File: src/rtl/freq_meter.sv
// Gated edge-counting frequency meter: counts rising edges of i_Signal over GATE_CYCLES clocks.
// Optional sticky saturation flag on o_Ovf enabled by defining FREQ_METER_OVF_EN.
//
// state | meaning
// IDLE  | counters held at 0, waiting for i_En
// GATE  | window open, counting synchronized rising edges
// LATCH | publish count to o_Freq, strobe o_Valid next cycle
module freq_meter #(
    parameter int unsigned GATE_CYCLES = 100_000_000,
    parameter int unsigned CNT_W       = 27
) (
    input  logic             i_Clk,
    input  logic             i_Rst,
    input  logic             i_En,
    input  logic             i_Signal,
    output logic [CNT_W-1:0] o_Freq,
    output logic             o_Valid,
    output logic             o_Busy,
    output logic             o_Ovf
);

    localparam int unsigned       GATE_W    = (GATE_CYCLES > 1) ? $clog2(GATE_CYCLES) : 1;
    localparam logic [GATE_W-1:0] GATE_LAST = GATE_W'(GATE_CYCLES - 1);
    localparam logic [GATE_W-1:0] GATE_ONE  = GATE_W'(1);
    localparam logic [CNT_W-1:0]  CNT_MAX   = '1;
    localparam logic [CNT_W-1:0]  CNT_ONE   = CNT_W'(1);

    localparam logic [1:0] S_IDLE  = 2'd0;
    localparam logic [1:0] S_GATE  = 2'd1;
    localparam logic [1:0] S_LATCH = 2'd2;

    logic              sync1_q, sync2_q, prev_q;
    logic              sig_edge;
    logic [1:0]        state_q, state_d;
    logic [GATE_W-1:0] gate_q, gate_d;
    logic [CNT_W-1:0]  cnt_q, cnt_d;
    logic [CNT_W-1:0]  freq_q, freq_d;
    logic              valid_q, valid_d;
    logic              busy_q, busy_d;

    always_ff @(posedge i_Clk or posedge i_Rst) begin
        if (i_Rst) begin
            sync1_q <= 1'b0;
            sync2_q <= 1'b0;
            prev_q  <= 1'b0;
        end else begin
            sync1_q <= i_Signal;
            sync2_q <= sync1_q;
            prev_q  <= sync2_q;
        end
    end

    assign sig_edge = sync2_q & ~prev_q;

    always_comb begin
        state_d = state_q;
        gate_d  = gate_q;
        cnt_d   = cnt_q;
        freq_d  = freq_q;
        valid_d = 1'b0;
        case (state_q)
            S_IDLE: begin
                gate_d = '0;
                cnt_d  = '0;
                if (i_En) state_d = S_GATE;
            end
            S_GATE: begin
                if (!i_En) begin
                    state_d = S_IDLE;
                    gate_d  = '0;
                    cnt_d   = '0;
                end else begin
                    gate_d = gate_q + GATE_ONE;
                    if (sig_edge && (cnt_q != CNT_MAX)) cnt_d = cnt_q + CNT_ONE;
                    if (gate_q == GATE_LAST) state_d = S_LATCH;
                end
            end
            S_LATCH: begin
                // edge arriving here is dropped: counters restart for the next window
                freq_d  = cnt_q;
                valid_d = 1'b1;
                gate_d  = '0;
                cnt_d   = '0;
                state_d = i_En ? S_GATE : S_IDLE;
            end
            default: begin
                state_d = S_IDLE;
                gate_d  = '0;
                cnt_d   = '0;
            end
        endcase
    end

    assign busy_d = (state_d != S_IDLE);

    always_ff @(posedge i_Clk or posedge i_Rst) begin
        if (i_Rst) begin
            state_q <= S_IDLE;
            gate_q  <= '0;
            cnt_q   <= '0;
            freq_q  <= '0;
            valid_q <= 1'b0;
            busy_q  <= 1'b0;
        end else begin
            state_q <= state_d;
            gate_q  <= gate_d;
            cnt_q   <= cnt_d;
            freq_q  <= freq_d;
            valid_q <= valid_d;
            busy_q  <= busy_d;
        end
    end

`ifdef FREQ_METER_OVF_EN
    logic sat_q, sat_d;
    logic ovf_q, ovf_d;

    always_comb begin
        sat_d = sat_q;
        ovf_d = ovf_q;
        if (state_q == S_GATE && i_En) begin
            if (sig_edge && (cnt_q == CNT_MAX)) sat_d = 1'b1;
        end else if (state_q == S_LATCH) begin
            ovf_d = sat_q;
            sat_d = 1'b0;
        end else begin
            sat_d = 1'b0;
        end
    end

    always_ff @(posedge i_Clk or posedge i_Rst) begin
        if (i_Rst) begin
            sat_q <= 1'b0;
            ovf_q <= 1'b0;
        end else begin
            sat_q <= sat_d;
            ovf_q <= ovf_d;
        end
    end

    assign o_Ovf = ovf_q;
`else
    assign o_Ovf = 1'b0;
`endif

    assign o_Freq  = freq_q;
    assign o_Valid = valid_q;
    assign o_Busy  = busy_q;

endmodule

File: config.mk
export PLATFORM = sky130hd
export DESIGN_NAME = freq_meter
export DESIGN_NICKNAME = d
export VERILOG_FILES = /design/src/rtl/freq_meter.sv
export SDC_FILE = /design/constraint.sdc
export NUM_CORES = 1
export LEC_CHECK = 0
export ABC_AREA = 1
export BUFFER_PORTS_ARGS = -buffer_cell sky130_fd_sc_hd__buf_4
export CAP_MARGIN = 20
export CELL_PAD_IN_SITES_DETAIL_PLACEMENT = 0
export CELL_PAD_IN_SITES_GLOBAL_PLACEMENT = 2
export CORE_MARGIN = 5
export CORE_UTILIZATION = 37
export DETAILED_ROUTE_END_ITERATION = 12
export PLACE_DENSITY = 0.89
export SYNTH_ARGS = -nofsm -noshare
export SYNTH_HDL_FRONTEND = slang
export SYNTH_SLANG_ARGS = --single-unit
export TNS_END_PERCENT = 50
File: constraint.sdc
create_clock -name i_Clk -period 6.4 [get_ports i_Clk]
set_input_delay 0.32 -clock i_Clk [delete_from_list [all_inputs] [get_ports i_Clk]]
set_output_delay 0.32 -clock i_Clk [all_outputs]
set_load 0.03 [all_outputs]
# [After elaboration in Yosys (flattened, before gate mapping)]
# Cells that the tools add are included.
[word_totals] ff_bits=88 input_bits=4 output_inout_bits=30 elab_cells=32
[classes] n_addsub=2 eq_ne=5 muxes=11 bitwise_logic=2 reduce_logical=3
[op_table] op="27-bit two-way mux" n=5
[op_table] op="27-bit by 1-bit adder with 27-bit output, second input constant" n=2
[op_table] op="27-bit equality test, second input constant" n=1
[op_table] op="27-bit != test, second input constant" n=1
[op_table] op="2-bit two-way mux" n=3
[op_table] op="2-bit one-hot mux with 3 select lines" n=1
[op_table] op="3-bit != test, second input constant" n=1
[op_table] op="2-bit by 1-bit equality test with 1-bit output, second input constant" n=1
[op_table] op="2-bit equality test, second input constant" n=1
[op_table] op="2-bit logical NOT" n=1
[op_table] op="1-bit two-way mux" n=2
[op_table] op="2-bit nonzero test" n=1
[op_table] op="1-bit AND" n=1
[op_table] op="1-bit logical AND" n=1
[op_table] op="1-bit NOT" n=1

# [Logic depth before layout (Yosys ltp)]
# Gate-level depths: netlist of the first run.
[logic_depth] ltp_word=6 depth_mapped=12 depth_no_buf=11

# [Worst setup path before layout of the first run]
# Ideal clock, no wire load.
[synth_path] path_type="register to register" startpoint="register cnt_q[1]" endpoint="register cnt_q[11]" setup_time_ns=0.118 arrival_time_ns=1.501 required_time_ns=6.282 setup_slack_ns=4.781 path_stages_with_launch=12 path_buffers=1 synth_period_minus_slack_ns=1.619 cell_sequence="dfrtp_1 -> ha_1 -> nand2_1 -> nor2_4 -> nand2_4 -> nor2_8 -> nand2_4 -> nand2_4 -> nand2_4 -> buf_6 -> nand3_1 -> nand2_1"
[synth_via] elab_chain_len=4 elab_cells_between_ends=7 classes_between="1 x add/sub; 2 x eq/ne; 3 x mux; 1 x reduce/logical"
[synth_rtl] item="start: declaration" line_no="36" text="logic [CNT_W-1:0] cnt_q, cnt_d;"
[synth_rtl] item="start signal: assignment" line_no="107" text="cnt_q <= cnt_d;"
[synth_rtl] item="27-bit by 1-bit adder with 27-bit output" line_no="74" text="if (sig_edge && (cnt_q != CNT_MAX)) cnt_d = cnt_q + CNT_ONE;"
[synth_rtl] item="27-bit two-way mux" line_no="74"
[synth_rtl] item="27-bit two-way mux" line_no="68" text="if (!i_En) begin"
[synth_rtl] item="27-bit two-way mux" line_no="61" text="case (state_q)"
# Several ways; a longest one is shown, not always the timed one. The select of a mux whose other input is x is not followed.
# A chain may end at the register's enable or synchronous reset.

# [Final worst setup path of the first run]
[layout_path] startpoint="register state_q[1]" endpoint="register cnt_q[22]"
[layout_via] elab_chain_len=2 elab_cells_between_ends=3 classes_between="2 x eq/ne; 1 x mux"
[layout_rtl] item="start: declaration" line_no="34" text="logic [1:0] state_q, state_d;"
[layout_rtl] item="start signal: assignment" line_no="105" text="state_q <= state_d;"
[layout_rtl] item="2-bit by 1-bit equality test with 1-bit output *" line_no="61"
[layout_rtl] item="3-bit != test (no source line) / 27-bit two-way mux (equally long branches)"
# Every way passes the cells marked *; elsewhere a longest branch is shown, timed or not.

==> results of run 1 <==
[power breakdown]
group | switching (mW) | leakage, nW | internal, mW | total, mW
Sequential | 0.00172 | 1.22 | 0.559 | 0.560
Clock | 0.215 | 0.150 | 0.323 | 0.538
Combinational | 0.0310 | 1.16 | 0.00702 | 0.0380
[layout make-up]
cell class | count | area (um2) | area share (%)
timing repair buffer | 36 | 276.5 | 5.132
multi-input combinational | 476 | 2136 | 39.64
clock buffer | 13 | 260.3 | 4.830
clock inverter | 3 | 40.04 | 0.7431
tap | 172 | 215.2 | 3.994
sequential | 88 | 2202 | 40.87
inverter | 67 | 257.7 | 4.784
[layer usage]
layer,wire length [um],global-route usage (%),vias up
li1,-,-,2099
met1,5375,21.45,1967
met2,5963,29.47,96
met3,506,2.719,18
met4,291,7.838,0
met5,0,0,-
[sequential cells by signal, summed over array words and instances, names as in the netlist]
name     cells
o_Freq      27
cnt_q       27
sync1_q      1
o_Busy       1
gate_q      27
prev_q       1
sync2_q      1
state_q      2
o_Valid      1
[logic make-up (layout without fill, tap and decap cells)]
logic type	after synthesis	after routing	share of synthesized area [%]
other	1	1	0.08016
flip-flops	88	88	47.07
buffers and inverters	82	119	7.275
AO/OA/AOI/OAI	60	60	6.767
XOR/XNOR	6	6	1.123
AND/OR/NAND/NOR	407	407	37.15
adder cells (fa/ha/maj)	2	2	0.5348
[worst max path at each step]
stage / start / end / slack (ns) / depth (start not counted)
global placement: cnt_q[0]$_DFFE_PP0P_ / cnt_q[2]$_DFFE_PP0P_ / 4.07 / 8
finish: state_q[1]$_DFF_PP0_ / cnt_q[22]$_DFFE_PP0P_ / 4.26 / 7
floorplan: i_Rst / cnt_q[0]$_DFFE_PP0P_ / 3.80 / 1
detailed placement: state_q[1]$_DFF_PP0_ / cnt_q[17]$_DFFE_PP0P_ / 4.25 / 7
CTS: state_q[1]$_DFF_PP0_ / cnt_q[17]$_DFFE_PP0P_ / 4.24 / 7
global route: state_q[1]$_DFF_PP0_ / cnt_q[19]$_DFFE_PP0P_ / 4.04 / 7
[cell usage in the layout (no fill, tap or decap), types with 2 or more instances in the layout]
| master | instances |
|---|---|
| nor3_1 | 8 |
| nor2_4 | 2 |
| buf_4 | 34 |
| o21ai_0 | 39 |
| o21ai_1 | 2 |
| nand2_4 | 4 |
| nor2_2 | 2 |
| clkbuf_16 | 9 |
| dfrtp_1 | 88 |
| inv_1 | 64 |
| nand2_1 | 210 |
| xor2_1 | 5 |
| clkbuf_8 | 2 |
| nand4_1 | 15 |
| nor2_1 | 104 |
| nand3_1 | 56 |
| clkinv_2 | 3 |
| clkbuf_1 | 2 |
| nor2_8 | 2 |
| and3_1 | 3 |
| ha_1 | 2 |
| a21oi_1 | 14 |
| o211a_1 | 2 |
[metrics by stage]
step / util [%] / power (mW) / instance area, um2
after CTS: 43.04 / 1.154 / 5388
after global placement: 40.47 / 0.6084 / 5066
after detailed placement: 40.56 / 0.6097 / 5077
after global routing: 43.04 / 1.181 / 5388
final: 43.04 / 1.136 / 5388
after floorplan: - / 0.5987 / 4678
==> summary.md, run 1 <==
| Metric | Value |
|---|---|
| Top-count cell post-synth | `nand2_1` |
| Worst vdd ir | `92.16 uV` |
| R2r setup slk | `4.26 ns` |
| Max_cap viols | `0` |
| Final setup margin | `4.258 ns` |
| Slowest-stage cell, CP | `nor2_8` |
| Hold_buf cts | `1` |
| Die width | `122.4 um` |
| Fill cells | `1305` |
| Buf+Inv Stages, Crit Path | `2` |
| Hold EP | `sync1_q$_DFF_PP0_` |
| Placed wire-length estimate | `8969 um` |
| Final setup TNS | `0 ns` |
| Post-synth EDFFs | `0` |
| Fin crit share | `33.46%` |
| Minimum clock period after layout | `2.142 ns` |
| Hold_sp | `i_Signal` |
| Worst r2r src | `state_q[1]$_DFF_PP0_` |
| Startpoint types | `register` |
| Data arrival, critical path | `2.43 ns` |
| Status | `finished clean` |
| Synth area leader | `dfrtp_1` |
| Placed cells | `838` |
| Pre-CTS setup slack | `4.250 ns` |
| Synth Flop Type | `dfrtp_1` |
| Clk buf depth | `2` |
| Fmax | `466.9 MHz` |
| Syn Nets | `652` |
| Vias per cell | `4.889` |
| Pwr per Cell Area | `210.9 nW/um2` |
| R2R Path End | `cnt_q[22]$_DFFE_PP0P_` |
| Antenna Cells | `0` |
| Post-route DRC | `0` |
| Max stage delay on crit path | `0.63 ns` |
| FF+latch count, synth | `88` |
| Vias in the first global route | `3994` |
| Layout Skew | `0.008791 ns` |
| Overflow after GRT | `0` |
| Post-Layout Cell Count | `855` |
| CTS tree | `built` |
| Post-synthesis cell count | `646` |
| Worst path most repeated cell | `nand2_1` |
| Mean Syn Cell Area | `7.242 um2` |
| Top cells by count, synth | `210 x nand2_1, 104 x nor2_1, 88 x dfrtp_1` |
| RSZ-0062 raised after global routing | `no` |
| Hold slack | `0.08327 ns` |
| Area grow syn2layout | `15.16%` |
| Layout net count | `684` |
| Sequential fraction of the synthesis area | `47.07%` |
| Synth top area cells | `dfrtp_1 47%, nand2_1 17%, nor2_1 8.3%` |
| WL/cell | `14.19 um` |
| Worst Tran Pin Value | `0.8246 ns` |
| Worst skew pair latency | `0.35 ns` |
| Row cnt | `41` |
| R2r worst-path depth | `7` |
| Routability cong. | `0.8804` |
| Share of the synthesized area in the top cell type | `47.07%` |
| Post-synth cell types | `32` |
| CTS clk-pin slew, worst paths | `0.06 ns` |
| Setup bufs post-CTS | `0` |
| Largest net degree at the start of global routing | `65` |
| CP Max Fanout | `36` |
| First-pass GRT wire length | `19900 um` |
| Mapped cell area | `4678 um2` |
| CP Data Required Time | `6.68 ns` |
| CP delay by family, top | `simple AND/OR/NAND/NOR gates` |
| Async set or reset register ratio after synthesis | `100.0%` |
| Worst-path cell chain | `inv_1 -> nand2_1 -> nor2_8 -> nand2_4 -> clkinv_4 -> nand2_1 -> nand2_1` |
| Synth warn | `0` |
| Layout cells sized above 1 | `9.078%` |
| CTS Buf Count | `9` |
| Post-cts resize count | `0` |
| DIE HEIGHT | `122.4 um` |
| Initial Util | `37.38%` |
| Top-Level Pins | `34` |
| Initial antenna violation count | `0` |
| Normalized max-slew margin | `45.03%` |
| Final hold vios | `0` |
| H-tree depth | `3` |
| Final Setup Violations | `0` |
| Port Buf Inserts | `32` |
| Final Max Tran Viols | `0` |
| P_leak | `2.522 nW` |
| Hold Path Depth | `1` |
| CTS Root Cell | `clkbuf_16` |
| GRT Util Overall | `17.25%` |
| DR iter-0 viols | `208` |
| Post-Route WL | `12140 um` |
| DIE AREA | `14990 um2` |
| Routed Antenna Nets | `0` |
| Core area | `12520 um2` |
| Clock Sinks | `88` |
| Crit. End Element | `register` |
| Via count | `4180` |
| Hold Path Class | `input pin to register` |
| Critical path class | `register to register` |
| TritonRoute pass-1 iters | `5` |
(Power assumes the default switching activity.)
==> run 2, diff against run 1 <==
Settings changed: CORE_UTILIZATION 37 to 31, PLACE_DENSITY 0.89 to 0.8.
Clock period 6.4 ns to 1.9 ns, I/O delays scaled along.
==> run 2 against run 1 <==
- hold slack lost 0.011 ns
- global-route usage shrank 2.3 points
- routed wire length grew 4.0%
- count of clock-buffer cells in the layout down 3
- final cell count is 3.9% higher
- power grew to 3.6 times the previous value
- sequential share of layout area shrank 1.7 points
- setup slack worse by 4.1 ns
- largest power group is now the clock network
==> summary.md, run 2 (synthesis results as in run 1) <==
| Metric | Value |
|---|---|
| Status | `finished clean` |
| Placed wire-length estimate | `9250 um` |
| Final hold vios | `0` |
| Layout net count | `701` |
| Final Setup Violations | `0` |
| Final Max Tran Viols | `0` |
| Vias per cell | `4.735` |
| Layout cells sized above 1 | `11.71%` |
| Total power | `4.144 mW` |
| H-tree depth | `3` |
| Port Buf Inserts | `32` |
| Most common cell after layout, fill and taps aside | `nand2_1` |
| Data arrival, critical path | `2.05 ns` |
| Hold slack | `0.07266 ns` |
| Register area | `2202 um2` |
| Fill cells | `1585` |
| Clock Sinks | `88` |
| Routability cong. | `0.8255` |
| Crit. End Element | `register` |
| Hold EP | `state_q[1]$_DFF_PP0_` |
| Minimum clock period after layout | `1.759 ns` |
| Area of the multi-input gates | `2150 um2` |
| DR iter-0 viols | `219` |
| Sw Ratio | `21.74%` |
| Hold Path Class | `input pin to register` |
| Layout Skew | `0.009470 ns` |
| Psw | `0.9007 mW` |
| Worst skew pair latency | `0.35 ns` |
| Worst Tran Pin Value | `0.4990 ns` |
| First-pass GRT wire length | `21170 um` |
| CTS Root Cell | `clkbuf_16` |
| Fin crit share | `92.59%` |
| Pwr per Cell Area | `737.8 nW/um2` |
| Hold_sp | `i_En` |
| Top-Level Pins | `34` |
| Initial Util | `31.24%` |
| Via count | `4205` |
| Startpoint types | `register` |
| GRT Util Overall | `14.99%` |
| Core area | `14980 um2` |
| Hold Path Depth | `3` |
| Vias in the first global route | `4176` |
| Normalized max-slew margin | `66.61%` |
| CP Data Required Time | `2.19 ns` |
| Internal | `3.243 mW` |
| Max_cap viols | `0` |
| Antenna Cells | `0` |
| Post-route DRC | `0` |
| Clk network pwr share | `50.9%` |
| Worst vdd ir | `424.3 uV` |
| Area grow syn2layout | `20.06%` |
| Clk buf depth | `2` |
| Comb power frac | `3.5%` |
| R2r setup slk | `0.14 ns` |
| Row cnt | `45` |
| DIE HEIGHT | `132.8 um` |
| CTS tree | `built` |
| CTS Buf Count | `9` |
| R2r worst-path depth | `11` |
| Fmax | `568.4 MHz` |
| TritonRoute pass-1 iters | `4` |
| WL/cell | `14.21 um` |
| Routed Antenna Nets | `0` |
| Worst r2r src | `cnt_q[1]$_DFFE_PP0P_` |
| CP Max Fanout | `18` |
| Largest net degree at the start of global routing | `89` |
| P_leak | `2.627 nW` |
| Overflow after GRT | `0` |
| Post-Route WL | `12620 um` |
| Critical path class | `register to register` |
| Reg power frac | `45.5%` |
| Most frequent cells in the layout | `210 x nand2_1, 102 x nor2_1, 88 x dfrtp_1` |
| R2R Path End | `cnt_q[17]$_DFFE_PP0P_` |
| Die width | `132.8 um` |
| DIE AREA | `17650 um2` |
| CTS clk-pin slew, worst paths | `0.07 ns` |
| Initial antenna violation count | `0` |
run 2: worst max-delay path, cell delays in order, from the launching register on:
cell and delay (ns):
dfrtp_1 0.38, ha_1 0.18, nand2_1 0.14, nor2_4 0.15
nand2_4 0.09, nor2_8 0.16, nand2_4 0.08, nand2_4 0.11
nand2_8 0.11, clkinv_4 0.17, nand2_1 0.07, nand2_1 0.07
run 2: what timing repair did:
| item | CTS | global route |
|---|---|---|
| resized for setup | 0 | 3 |
| setup endpoints to repair | 0 | 21 |
| setup buffers | 0 | 0 |
| hold buffers | 2 | 0 |
| hold endpoints to repair | 89 | 0 |
run 2: layout make-up:
cell class,count,share of cell area (%)
sequential,88,39.21
multi-input combinational,476,38.27
timing repair buffer,53,7.396
inverter,67,4.634
clock buffer,10,4.255
tap,188,4.188
clock inverter,6,2.049
run 2: per-stage QoR:
stage | cells | cell area [um2] | TNS [ns] | utilization, % | setup slack, ns
floorplan | 646 | 4682 | 0 | - | 0.2812
CTS | 888 | 5603 | 0 | 37.41 | 0.05746
detailed placement | 870 | 5229 | 0 | 34.91 | 0.07013
global route | 888 | 5617 | -0.002186 | 37.50 | -0.002186
global placement | 870 | 5229 | 0 | 34.91 | 0.1309
finish | 888 | 5617 | 0 | 37.50 | 0.1407
run 2: metal layers:
layer	GRT usage, %	wire [um]
met5	0	0
met4	7.159	380
met3	2.510	450
met1	18.29	5615
met2	25.68	6167
run 2: worst max path at each step:
stage                                    start                    end  slack [ns]  cells past startpoint
final                     cnt_q[1]$_DFFE_PP0P_  cnt_q[17]$_DFFE_PP0P_        0.14                     11
after global routing      cnt_q[1]$_DFFE_PP0P_  cnt_q[16]$_DFFE_PP0P_      -0.002                     11
after CTS                  gate_q[0]$_DFF_PP0_   gate_q[16]$_DFF_PP0_        0.06                      7
after detailed placement   gate_q[0]$_DFF_PP0_   gate_q[18]$_DFF_PP0_        0.07                      7
after global placement    cnt_q[1]$_DFFE_PP0P_   cnt_q[6]$_DFFE_PP0P_        0.13                     11
after floorplan           cnt_q[1]$_DFFE_PP0P_  cnt_q[11]$_DFFE_PP0P_        0.28                     11
run 2: power groups by stage:
| stage | sequential (mW) | clock (mW) | combinational [mW] |
|---|---|---|---|
| after floorplan | 1.92 | 0 | 0.0939 |
| after global placement | 1.92 | 0 | 0.145 |
| after CTS | 1.89 | 2.19 | 0.150 |
| after global routing | 1.89 | 2.26 | 0.166 |
| after detailed placement | 1.92 | 0 | 0.146 |
| final | 1.89 | 2.11 | 0.147 |
